`config.mk`:
```
export PLATFORM = sky130hd
export DESIGN_NAME = interp_line_wr_ctrl_flat
export DESIGN_NICKNAME = d
export VERILOG_FILES = /design/src/rtl/interp_pkg.sv /design/src/rtl/interp_line_wr_ctrl_if.sv /design/src/rtl/interp_bank_alloc.sv /design/src/rtl/interp_line_wr_ctrl.sv /design/src/flat_wrapper.sv
export SDC_FILE = /design/constraint.sdc
export NUM_CORES = 1
export LEC_CHECK = 0
export CAP_MARGIN = 5
export CORE_UTILIZATION = 40
export DETAILED_ROUTE_END_ITERATION = 8
export PLACE_DENSITY = 0.75
export SYNTH_ARGS = -nofsm -noshare
export SYNTH_HDL_FRONTEND = slang
export SYNTH_HIERARCHICAL = 1
export SYNTH_SLANG_ARGS = --single-unit
export TNS_END_PERCENT = 100
```
`constraint.sdc`:
```
create_clock -name clk -period 4.85 [get_ports clk]
set_input_delay 0.7275 -clock clk [delete_from_list [all_inputs] [get_ports clk]]
set_output_delay 0.7275 -clock clk [all_outputs]
set_load 0.05 [all_outputs]
```
`src/rtl/interp_pkg.sv`:
```
// Shared types and sizing for the interpolation line-buffer write and read sides.
// Both sides import this package so bank indices and state types stay aligned.
package interp_pkg;

    localparam int DATA_W    = 16;
    localparam int ADDR_W    = 11;
    localparam int LINE_MAX  = 2048;
    localparam int NUM_BANKS = 4;

    localparam logic [ADDR_W:0] COL_MAX = (ADDR_W+1)'(LINE_MAX);

    typedef logic [1:0] bank_idx_t;

    typedef enum logic [1:0] {
        IDLE,
        WRITE,
        DROP
    } wr_state_t;

endpackage

```
`src/rtl/interp_line_wr_ctrl_if.sv`:
```
// Line RAM write port plus the line-ready / bank-release handshake
// between the write controller (master) and the reader/RAM side (slave).
interface interp_line_wr_ctrl_if;
    import interp_pkg::*;

    logic [DATA_W-1:0]    ram_wr_data;
    logic [ADDR_W-1:0]    ram_wr_addr;
    logic [NUM_BANKS-1:0] ram_wr_en;
    logic                 line_rdy;
    bank_idx_t            line_bank;
    logic [ADDR_W:0]      line_len;
    logic [11:0]          line_idx;
    logic                 frame_start;
    logic                 rel_vld;
    bank_idx_t            rel_bank;

    modport master (
        output ram_wr_data, ram_wr_addr, ram_wr_en,
        output line_rdy, line_bank, line_len, line_idx,
        output frame_start,
        input  rel_vld, rel_bank
    );

    modport slave (
        input  ram_wr_data, ram_wr_addr, ram_wr_en,
        input  line_rdy, line_bank, line_len, line_idx,
        input  frame_start,
        output rel_vld, rel_bank
    );

endinterface

```
`src/rtl/interp_bank_alloc.sv`:
```
// Busy flags for the four line banks: release, then claim, with clear-all overriding both.
// claim_ok already accounts for a same-cycle release of the requested bank.
module interp_bank_alloc
    import interp_pkg::*;
(
    input  logic      clk,
    input  logic      rst,
    input  logic      clr_all,
    input  logic      rel_vld,
    input  bank_idx_t rel_bank,
    input  logic      claim,
    input  bank_idx_t claim_bank,
    output logic      claim_ok
);

    logic [NUM_BANKS-1:0] busy_q, busy_d, busy_rel;

    always_comb begin
        busy_rel = busy_q;
        if (rel_vld) busy_rel[rel_bank] = 1'b0;
        claim_ok = ~busy_rel[claim_bank];
        busy_d = busy_rel;
        if (claim && claim_ok) busy_d[claim_bank] = 1'b1;
        if (clr_all) busy_d = '0;
    end

    always_ff @(posedge clk) begin
        if (rst) busy_q <= '0;
        else     busy_q <= busy_d;
    end

endmodule

```
`src/rtl/interp_line_wr_ctrl.sv`:
```
// Writes active raster lines into a 4-bank ring of line RAMs and hands each filled bank to the reader.
// Define INTERP_WR_DROP_CNT_EN to build the saturating dropped-line counter on drop_cnt.
module interp_line_wr_ctrl
    import interp_pkg::*;
(
    input  logic                 clk,
    input  logic                 rst,
    input  logic                 in_vs,
    input  logic                 in_de,
    input  logic [DATA_W-1:0]    in_data,
    interp_line_wr_ctrl_if.master lb,
    output logic                 overflow,
    output logic [15:0]          drop_cnt
);

    logic                 vs_q, vs_d, de_q, de_d;
    wr_state_t            state_q, state_d;
    logic [ADDR_W:0]      col_q, col_d;
    bank_idx_t            wr_ptr_q, wr_ptr_d;
    logic [11:0]          idx_q, idx_d;
    logic [DATA_W-1:0]    wr_data_q, wr_data_d;
    logic [ADDR_W-1:0]    wr_addr_q, wr_addr_d;
    logic [NUM_BANKS-1:0] wr_en_q, wr_en_d;
    logic                 rdy_q, rdy_d;
    bank_idx_t            bank_q, bank_d;
    logic [ADDR_W:0]      len_q, len_d;
    logic [11:0]          lidx_q, lidx_d;
    logic                 fs_q, fs_d;
    logic                 ovf_q, ovf_d;
    logic                 vs_rise, de_rise, de_fall;
    logic                 claim, claim_ok, clr_all, drop_inc;

    assign vs_rise = in_vs & ~vs_q;
    assign de_rise = in_de & ~de_q;
    assign de_fall = ~in_de & de_q;

    interp_bank_alloc u_alloc (
        .clk        (clk),
        .rst        (rst),
        .clr_all    (clr_all),
        .rel_vld    (lb.rel_vld),
        .rel_bank   (lb.rel_bank),
        .claim      (claim),
        .claim_bank (wr_ptr_q),
        .claim_ok   (claim_ok)
    );

    always_comb begin
        vs_d      = in_vs;
        de_d      = in_de;
        state_d   = state_q;
        col_d     = col_q;
        wr_ptr_d  = wr_ptr_q;
        idx_d     = idx_q;
        wr_data_d = wr_data_q;
        wr_addr_d = wr_addr_q;
        wr_en_d   = '0;
        rdy_d     = 1'b0;
        bank_d    = bank_q;
        len_d     = len_q;
        lidx_d    = lidx_q;
        fs_d      = 1'b0;
        ovf_d     = ovf_q;
        claim     = 1'b0;
        clr_all   = 1'b0;
        drop_inc  = 1'b0;
        // Frame sync overrides any line activity in the same cycle
        if (vs_rise) begin
            fs_d     = 1'b1;
            idx_d    = '0;
            wr_ptr_d = '0;
            clr_all  = 1'b1;
            ovf_d    = 1'b0;
            state_d  = IDLE;
        end else begin
            unique case (state_q)
                IDLE: begin
                    if (de_rise) begin
                        claim = 1'b1;
                        if (claim_ok) begin
                            state_d           = WRITE;
                            wr_en_d[wr_ptr_q] = 1'b1;
                            wr_addr_d         = '0;
                            wr_data_d         = in_data;
                            col_d             = (ADDR_W+1)'(1);
                        end else begin
                            state_d  = DROP;
                            ovf_d    = 1'b1;
                            drop_inc = 1'b1;
                        end
                    end
                end
                WRITE: begin
                    if (de_fall) begin
                        rdy_d    = 1'b1;
                        bank_d   = wr_ptr_q;
                        len_d    = col_q;
                        lidx_d   = idx_q;
                        wr_ptr_d = wr_ptr_q + 2'd1;
                        idx_d    = idx_q + 12'd1;
                        state_d  = IDLE;
                    end else if (in_de && col_q < COL_MAX) begin
                        wr_en_d[wr_ptr_q] = 1'b1;
                        wr_addr_d         = col_q[ADDR_W-1:0];
                        wr_data_d         = in_data;
                        col_d             = col_q + 1'b1;
                    end
                end
                DROP: begin
                    if (de_fall) begin
                        idx_d   = idx_q + 12'd1;
                        state_d = IDLE;
                    end
                end
                default: state_d = IDLE;
            endcase
        end
    end

    always_ff @(posedge clk) begin
        if (rst) begin
            vs_q      <= 1'b0;
            de_q      <= 1'b0;
            state_q   <= IDLE;
            col_q     <= '0;
            wr_ptr_q  <= '0;
            idx_q     <= '0;
            wr_data_q <= '0;
            wr_addr_q <= '0;
            wr_en_q   <= '0;
            rdy_q     <= 1'b0;
            bank_q    <= '0;
            len_q     <= '0;
            lidx_q    <= '0;
            fs_q      <= 1'b0;
            ovf_q     <= 1'b0;
        end else begin
            vs_q      <= vs_d;
            de_q      <= de_d;
            state_q   <= state_d;
            col_q     <= col_d;
            wr_ptr_q  <= wr_ptr_d;
            idx_q     <= idx_d;
            wr_data_q <= wr_data_d;
            wr_addr_q <= wr_addr_d;
            wr_en_q   <= wr_en_d;
            rdy_q     <= rdy_d;
            bank_q    <= bank_d;
            len_q     <= len_d;
            lidx_q    <= lidx_d;
            fs_q      <= fs_d;
            ovf_q     <= ovf_d;
        end
    end

`ifdef INTERP_WR_DROP_CNT_EN
    logic [15:0] drop_cnt_q, drop_cnt_d;

    always_comb begin
        drop_cnt_d = drop_cnt_q;
        if (drop_inc && drop_cnt_q != 16'hFFFF) drop_cnt_d = drop_cnt_q + 16'd1;
    end

    always_ff @(posedge clk) begin
        if (rst) drop_cnt_q <= '0;
        else     drop_cnt_q <= drop_cnt_d;
    end

    assign drop_cnt = drop_cnt_q;
`else
    logic unused_drop_inc;
    assign unused_drop_inc = drop_inc;
    assign drop_cnt = '0;
`endif

    assign lb.ram_wr_data = wr_data_q;
    assign lb.ram_wr_addr = wr_addr_q;
    assign lb.ram_wr_en   = wr_en_q;
    assign lb.line_rdy    = rdy_q;
    assign lb.line_bank   = bank_q;
    assign lb.line_len    = len_q;
    assign lb.line_idx    = lidx_q;
    assign lb.frame_start = fs_q;
    assign overflow       = ovf_q;

endmodule
```
`src/flat_wrapper.sv`:
```
// flat-port wrapper written by rule: the top's interface ports become plain ports
module interp_line_wr_ctrl_flat import interp_pkg::*;
  (clk, rst, in_vs, in_de, in_data, overflow, drop_cnt, lb_ram_wr_data, lb_ram_wr_addr, lb_ram_wr_en, lb_line_rdy, lb_line_bank, lb_line_len, lb_line_idx, lb_frame_start, lb_rel_vld, lb_rel_bank);
  interp_line_wr_ctrl_if lb_i ();
  input  logic clk;
  input  logic rst;
  input  logic in_vs;
  input  logic in_de;
  input  logic [DATA_W-1:0] in_data;
  output logic overflow;
  output logic [15:0] drop_cnt;
  output wire logic [$bits(lb_i.ram_wr_data)-1:0] lb_ram_wr_data;
  output wire logic [$bits(lb_i.ram_wr_addr)-1:0] lb_ram_wr_addr;
  output wire logic [$bits(lb_i.ram_wr_en)-1:0] lb_ram_wr_en;
  output wire logic [$bits(lb_i.line_rdy)-1:0] lb_line_rdy;
  output wire logic [$bits(lb_i.line_bank)-1:0] lb_line_bank;
  output wire logic [$bits(lb_i.line_len)-1:0] lb_line_len;
  output wire logic [$bits(lb_i.line_idx)-1:0] lb_line_idx;
  output wire logic [$bits(lb_i.frame_start)-1:0] lb_frame_start;
  input wire logic [$bits(lb_i.rel_vld)-1:0] lb_rel_vld;
  input wire logic [$bits(lb_i.rel_bank)-1:0] lb_rel_bank;
  assign lb_ram_wr_data = lb_i.ram_wr_data;
  assign lb_ram_wr_addr = lb_i.ram_wr_addr;
  assign lb_ram_wr_en = lb_i.ram_wr_en;
  assign lb_line_rdy = lb_i.line_rdy;
  assign lb_line_bank = lb_i.line_bank;
  assign lb_line_len = lb_i.line_len;
  assign lb_line_idx = lb_i.line_idx;
  assign lb_frame_start = lb_i.frame_start;
  assign lb_i.rel_vld = lb_rel_vld;
  assign lb_i.rel_bank = lb_rel_bank;
  interp_line_wr_ctrl u_core (.clk(clk), .rst(rst), .in_vs(in_vs), .in_de(in_de), .in_data(in_data), .lb(lb_i), .overflow(overflow), .drop_cnt(drop_cnt));
endmodule
```
# Yosys cells after proc, flatten, opt, wreduce, memory -nomap -nowiden
# Index checks and enable logic that the tools add are counted.
totals:
  regBits: 94
  output_inout_bits: 76
op_classes:
  n_addsub: 3
  magnitude_cmp: 5
  eq_ne: 7
  muxes: 37
  bitwise_logic: 12
  reduce_logical: 16
op_table:
  columns: ["op", "count"]
  rows:
  - ["two-way mux 16 bit", 4]
  - ["two-way mux 12 bit", 4]
  - ["two-way mux 11 bit", 4]
  - ["one-hot mux 16 bit (2 select lines)", 1]
  - ["adder 12 x 1 -> 12 bit (second input constant)", 2]
  - ["two-way mux 4 bit", 6]
  - ["one-hot mux 12 bit (2 select lines)", 1]
  - ["one-hot mux 11 bit (2 select lines)", 1]
  - ["< comparator 12 bit (second input constant)", 1]
  - ["two-way mux 1 bit", 8]
  - ["one-hot mux 4 bit (2 select lines)", 1]
  - ["< comparator 2 x 3 -> 1 bit (second input constant)", 2]
  - ["two-way mux 2 bit", 3]
  - ["inequality test 2 x 1 -> 1 bit (second input constant)", 3]
  - ["NOT 1 bit", 6]
  - ["AND reduction 2 bit", 3]
  - ["AND reduction 3 bit", 2]
  - ["AND reduction 6 bit", 1]
  - ["OR reduction 2 bit", 3]
  - ["bitwise AND 4 bit", 1]
  - ["demux 1 bit (select 2 bit)", 2]
  - ["greater-or-equal comparator 2 x 1 -> 1 bit (second input constant)", 2]
  - ["logical AND 1 bit", 4]
  - ["inequality test 2 bit (second input constant)", 2]
  - ["11 further kinds", 13]

# Logic depth before layout (Yosys ltp)
logic_depth:
  word_depth: 12
  ltp_mapped: 9

# Cells and area by module
# The synthesis kept the hierarchy.
modules_own_cells:
  columns: ["mod", "instances", "cells_per_inst", "area_per_inst_um2", "seq_area_each_um2"]
  rows:
  - ["interp_line_wr_ctrl", 1, 467, 3951.3, 1801.7]
  - ["interp_bank_alloc", 1, 30, 255.2, 80.1]

# Worst setup path after synthesis
# No wires, ideal clock.
synth_timing:
  kind: "input to register"
  start: "input port lb_rel_bank[0]"
  end: "register u_core.col_q[2]"
  setup_time_ps: 135
  t_arrival_ps: 2342
  path_slack_ps: 2372
  path_stages: 8
  n_path_buf: 0
  cell_sequence: "or3b_1 -> nand3_2 -> nand4_4 -> inv_1 -> nand3b_4 -> a211o_1 -> o311ai_0 -> o41ai_1"
synth_between:
  elab_chain_cells: 11
  word_cells_on_any_way: 12
synth_rtl:
  columns: ["item", "line", "source"]
  rows:
  - ["start: declaration", "flat_wrapper.sv:21", "input wire logic [$bits(lb_i.rel_bank)-1:0] lb_rel_bank;"]
  - ["< comparator 2 x 3 -> 1 bit (implied by the code) / greater-or-equal comparator 2 x 1 -> 1 bit (equally long branches)", "interp_bank_alloc.sv:20", "if (rel_vld) busy_rel[rel_bank] = 1'b0;"]
  - ["logical AND 1 bit (implied by the code)", "interp_bank_alloc.sv:20", null]
  - ["two-way mux 1 bit (implied by the code)", "interp_bank_alloc.sv:20", null]
  - ["demux 1 bit (select 2 bit) *", "interp_bank_alloc.sv:20", null]
  - ["NOT 4 bit (no line) *", null, null]
  - ["bitwise AND 4 bit (no line) *", null, null]
  - ["two-way mux 4 bit *", "interp_bank_alloc.sv:20", null]
  - ["binary-select mux 1 bit (select 2 bit) *", "interp_bank_alloc.sv:21", "claim_ok = ~busy_rel[claim_bank];"]
  - ["two-way mux 1 bit (implied by the code) *", "interp_bank_alloc.sv:21", null]
  - ["inequality test 2 bit (no line) *", null, null]
  - ["AND reduction 6 bit (no line) *", null, null]
  - ["end signal: assignment", "interp_line_wr_ctrl.sv:141", "col_q <= col_d;"]
  - ["end: declaration", "interp_line_wr_ctrl.sv:18", "logic [ADDR_W:0] col_q, col_d;"]
# Mark *: on every way between the ends. The rest lies on a longest branch, timed or not. The select of a mux whose other input is x is not followed.
# A chain may end at the register's enable or synchronous reset.

# Worst setup path in the final report
layout_timing:
  start: "input port lb_rel_vld"
  end: "register u_core.wr_data_q[15], in the netlist u_core/lb.ram_wr_data[15]"
layout_between:
  elab_chain_cells: 5
layout_rtl:
  columns: ["item", "line", "source"]
  rows:
  - ["start: declaration", "flat_wrapper.sv:20", "input wire logic [$bits(lb_i.rel_vld)-1:0] lb_rel_vld;"]
  - ["two-way mux 4 bit", "interp_bank_alloc.sv:20", null]
  - ["binary-select mux 1 bit (select 2 bit)", "interp_bank_alloc.sv:21", null]
  - ["two-way mux 1 bit (implied by the code)", "interp_bank_alloc.sv:21", null]
  - ["inequality test 2 bit (no line)", null, null]
  - ["AND reduction 6 bit (no line)", null, null]
  - ["end signal: assignment", "interp_line_wr_ctrl.sv:144", "wr_data_q <= wr_data_d;"]
  - ["end: declaration", "interp_line_wr_ctrl.sv:21", "logic [DATA_W-1:0] wr_data_q, wr_data_d;"]
# No other way between the ends. The select of a mux whose other input is x is not followed.

==> results.sh <==
export IMPL_vias_per_cell=5.41
export IMPL_r2r_cells=9
export IMPL_synth_area_leaders="dfxtp_1, a21oi_1, nand2_1"
export IMPL_drive_gt1_share_pct=5.34
export IMPL_die_h_um=105
export IMPL_worstSkewPairLatency_ns=0.35
export IMPL_grt_ovfl_total=0
export IMPL_die_area_mm2=0.0109
export IMPL_critPathArrivalTime_ns=3.55
export IMPL_power_switching_share_pct=26.7
export IMPL_min_delay_path_class="register to register"
export IMPL_min_from="u_core/vs_q"
export IMPL_synth_top_family_by_area="simple AND/OR/NAND/NOR gates"
export IMPL_whs_endpoint="u_core/lb.frame_start"
export IMPL_num_rows=37
export IMPL_synth_main_ff_cell="dfxtp_1"
export IMPL_clock_path_buffers=2
export IMPL_timing_rr_start="u_core/wr_ptr_q[1]"
export IMPL_synth_commonest_cells="dfxtp_1, nand2_1, a21oi_1"
export IMPL_synth_compound_area_share_pct=18.1
export IMPL_cts_setup_buffers=0
export IMPL_wl_per_cell_um=14.3
export IMPL_setup_tns_final_ns=0
export IMPL_final_max_slew_viol_count=0
export IMPL_ys_warn_count=6
export IMPL_grt_pass1_wl_mm=16.5
export IMPL_post_dp_hpwl_mm=6.62
export IMPL_io_pins=99
export IMPL_finalCritPeriodShare_pct=67.5
export IMPL_fillCellCount=986
export IMPL_diodes=0
export IMPL_synth_distinct_cells=60
export IMPL_core_mm2=0.0103
export IMPL_path_class="primary input to register"
export IMPL_cts_hold_buffers=0
export IMPL_yosysMostFrequentCell="dfxtp_1"
export IMPL_synth_xor_area_share_pct=2.08
export IMPL_p_switching_uw=412
export IMPL_slew_headroom_pct=34.8
export IMPL_drt_iter0_drc=258
export IMPL_leakage_uw=0.00171
export IMPL_power_internal_uw=1130
export IMPL_antenna_found_initial=0
export IMPL_start_kind="primary input"
export IMPL_track_usage_pct=18.5
export IMPL_r2r_end="u_core/lb.ram_wr_data[15]"
export IMPL_h_tree_depth=3
export IMPL_synth_adder_area_share_pct=2.97
export IMPL_synth_area_leader_cell="dfxtp_1"
export IMPL_hold_violations=0
export IMPL_finalSetupViolations=0
export IMPL_die_w_um=105
export IMPL_synth_area_mm2=0.00421
export IMPL_final_nets=591
export IMPL_multiInputGateArea_mm2=0.00204
export IMPL_status="finished, final reports clean"
export IMPL_min_path_cells=1
export IMPL_clockPowerShare_pct=35.4
export IMPL_numClockSinks=94
export IMPL_numCtsBuffers=9
export IMPL_ir_worst_vdd_mv=0.174
export IMPL_finalCriticalPeriod_ns=3.27
export IMPL_max_freq_mhz=306
export IMPL_grt_start_max_net_pins=73
export IMPL_seqCellArea_mm2=0.00188
export IMPL_wl_mm=9.99
export IMPL_seqPwrFrac_pct=51.4
export IMPL_start_util_pct=40.9
export IMPL_cts_resized=0
export IMPL_worst_setup_path_end_kind="register"
export IMPL_num_vias=3776
export IMPL_maxCapViolCount=0
export IMPL_synthToLayoutAreaGrowth_pct=23.5
export IMPL_first_pass_iters=5
export IMPL_ys_ff_latch=94
export IMPL_p_per_area_mw_per_mm2=297
export IMPL_synth_mux_area_share_pct=0
export IMPL_worst_slew_pin_slew_ns=0.978
export IMPL_root_buffer="clkbuf_8"
export IMPL_grt_pass1_vias=3571
export IMPL_fin_skew_ns=0.00624
export IMPL_synth_edf_count=0
export IMPL_synthSimpleGateAreaFrac_pct=24.0
export IMPL_critPathRequiredTime_ns=5.12
export IMPL_p_comb_share_pct=13.2
export IMPL_gp_congestion=0.862
export IMPL_postRouteAntennaNets=0
export IMPL_async_reset_ff_share_pct=0
export IMPL_synth_cells=497
export IMPL_regToRegSetupSlack_ns=2.06
export IMPL_rsz0062_at_grt="no"
export IMPL_numPortBuffers=82
export IMPL_drcViolationCount=0
export IMPL_synth_seq_area_share_pct=44.7
export IMPL_total_power_uw=1540
export IMPL_cts_tree="done"
export IMPL_synth_top_area_share_pct=44.7
export IMPL_avgSynthCellArea_um2=8.46
export IMPL_crit_path_max_fanout=20
export IMPL_clk_pin_slew_ns=0.08
[cells by family (layout without fill, tap and decap cells)]
| group | Yosys count | after routing |
|---|---|---|
| AND/OR/NAND/NOR | 188 | 188 |
| AO/OA/AOI/OAI | 129 | 129 |
| flip-flops | 94 | 94 |
| buffers and inverters | 65 | 115 |
| adder cells (fa/ha/maj) | 10 | 10 |
| XOR/XNOR | 10 | 10 |
| other | 1 | 16 |
[stage by stage]
| stage | utilization (%) | setup WS (ns) | area, µm² | hold WS (ns) | std cells |
|---|---|---|---|---|---|
| after CTS | 50.5 | 1.63 | 5190 | 0.414 | 698 |
| final | 50.5 | 1.58 | 5190 | 0.414 | 698 |
| after global placement | 48.6 | 1.39 | 4990 | 0.391 | 683 |
| after floorplan | - | 2.37 | 4260 | 0.383 | 512 |
| after detailed placement | 48.6 | 1.27 | 4990 | 0.401 | 683 |
| after global routing | 50.5 | 1.43 | 5190 | 0.432 | 698 |
[worst max-delay path: stages]
cell             delay (ns)
clkdlybuf4s50_1        0.51
or3b_1                 0.40
nand3_2                0.11
nand4_4                0.11
inv_1                  0.18
nand3b_4               0.11
a211oi_4               0.78
buf_4                  0.35
nand3_1                0.10
a21oi_1                0.16
[cell usage in the layout (no fill, tap or decap), types with 9 or more instances in the layout]
master	n
nand4_1	21
nand2_1	64
ha_1	10
a21oi_1	61
conb_1	16
clkdlybuf4s50_1	81
nor2_1	21
dfxtp_1	94
clkbuf_8	9
o21ai_0	35
inv_1	14
nand3_1	32
[cell type report]
type                            count  area share [%]
Inverter                           15            1.08
Clock inverter                      4            1.40
Timing Repair Buffer               85            16.1
Multi-Input combinational cell    353            39.3
Clock buffer                       11            2.53
Tap cell                          136            3.28
Sequential cell                    94            36.2
[power groups by stage]
stage | registers (µW) | logic, µW | clock network [µW]
4_1_cts | 794 | 203 | 558
3_5_place_dp | 812 | 202 | 0
5_1_grt | 796 | 217 | 589
2_1_floorplan | 846 | 123 | 0
3_3_place_gp | 812 | 197 | 0
6_report | 794 | 204 | 547
[layer usage]
metal | global-route usage (%) | vias up | part of all wire (%)
met5 | 0 | - | 0
met4 | 7.04 | 0 | 1.2
met3 | 4.05 | 10 | 5.8
met2 | 31.6 | 143 | 48
met1 | 22.5 | 1776 | 45
li1 | - | 1847 | -
[worst max path at each step]
stage,startpoint,end,slack [ns],cells past startpoint
after floorplan,lb_rel_bank[0],u_core/col_q[2],2.37,8
after detailed placement,lb_rel_vld,u_core/lb.ram_wr_data[15],1.27,10
after CTS,lb_rel_vld,u_core/lb.ram_wr_data[15],1.63,10
after global routing,lb_rel_vld,u_core/col_q[6],1.43,9
final,lb_rel_vld,u_core/lb.ram_wr_data[15],1.58,10
after global placement,lb_rel_vld,u_core/lb.ram_wr_data[12],1.39,10
[sequential cells by signal, summed over array words and instances, names as in the netlist]
register and flops:
u_core/lb.ram_wr_en 4, u_core/lb.ram_wr_addr 11, u_core/lb.line_rdy 1, u_core/lb.frame_start 1
u_core/lb.line_idx 12, u_core/wr_ptr_q 2, u_core/u_alloc/busy_q 4, u_core/state_q 2
u_core/idx_q 12, u_core/lb.line_len 12, u_core/col_q 12, u_core/lb.ram_wr_data 16
u_core/lb.line_bank 2, u_core/de_q 1, u_core/vs_q 1, u_core/overflow 1
Power figures use the tool's default switching activity.
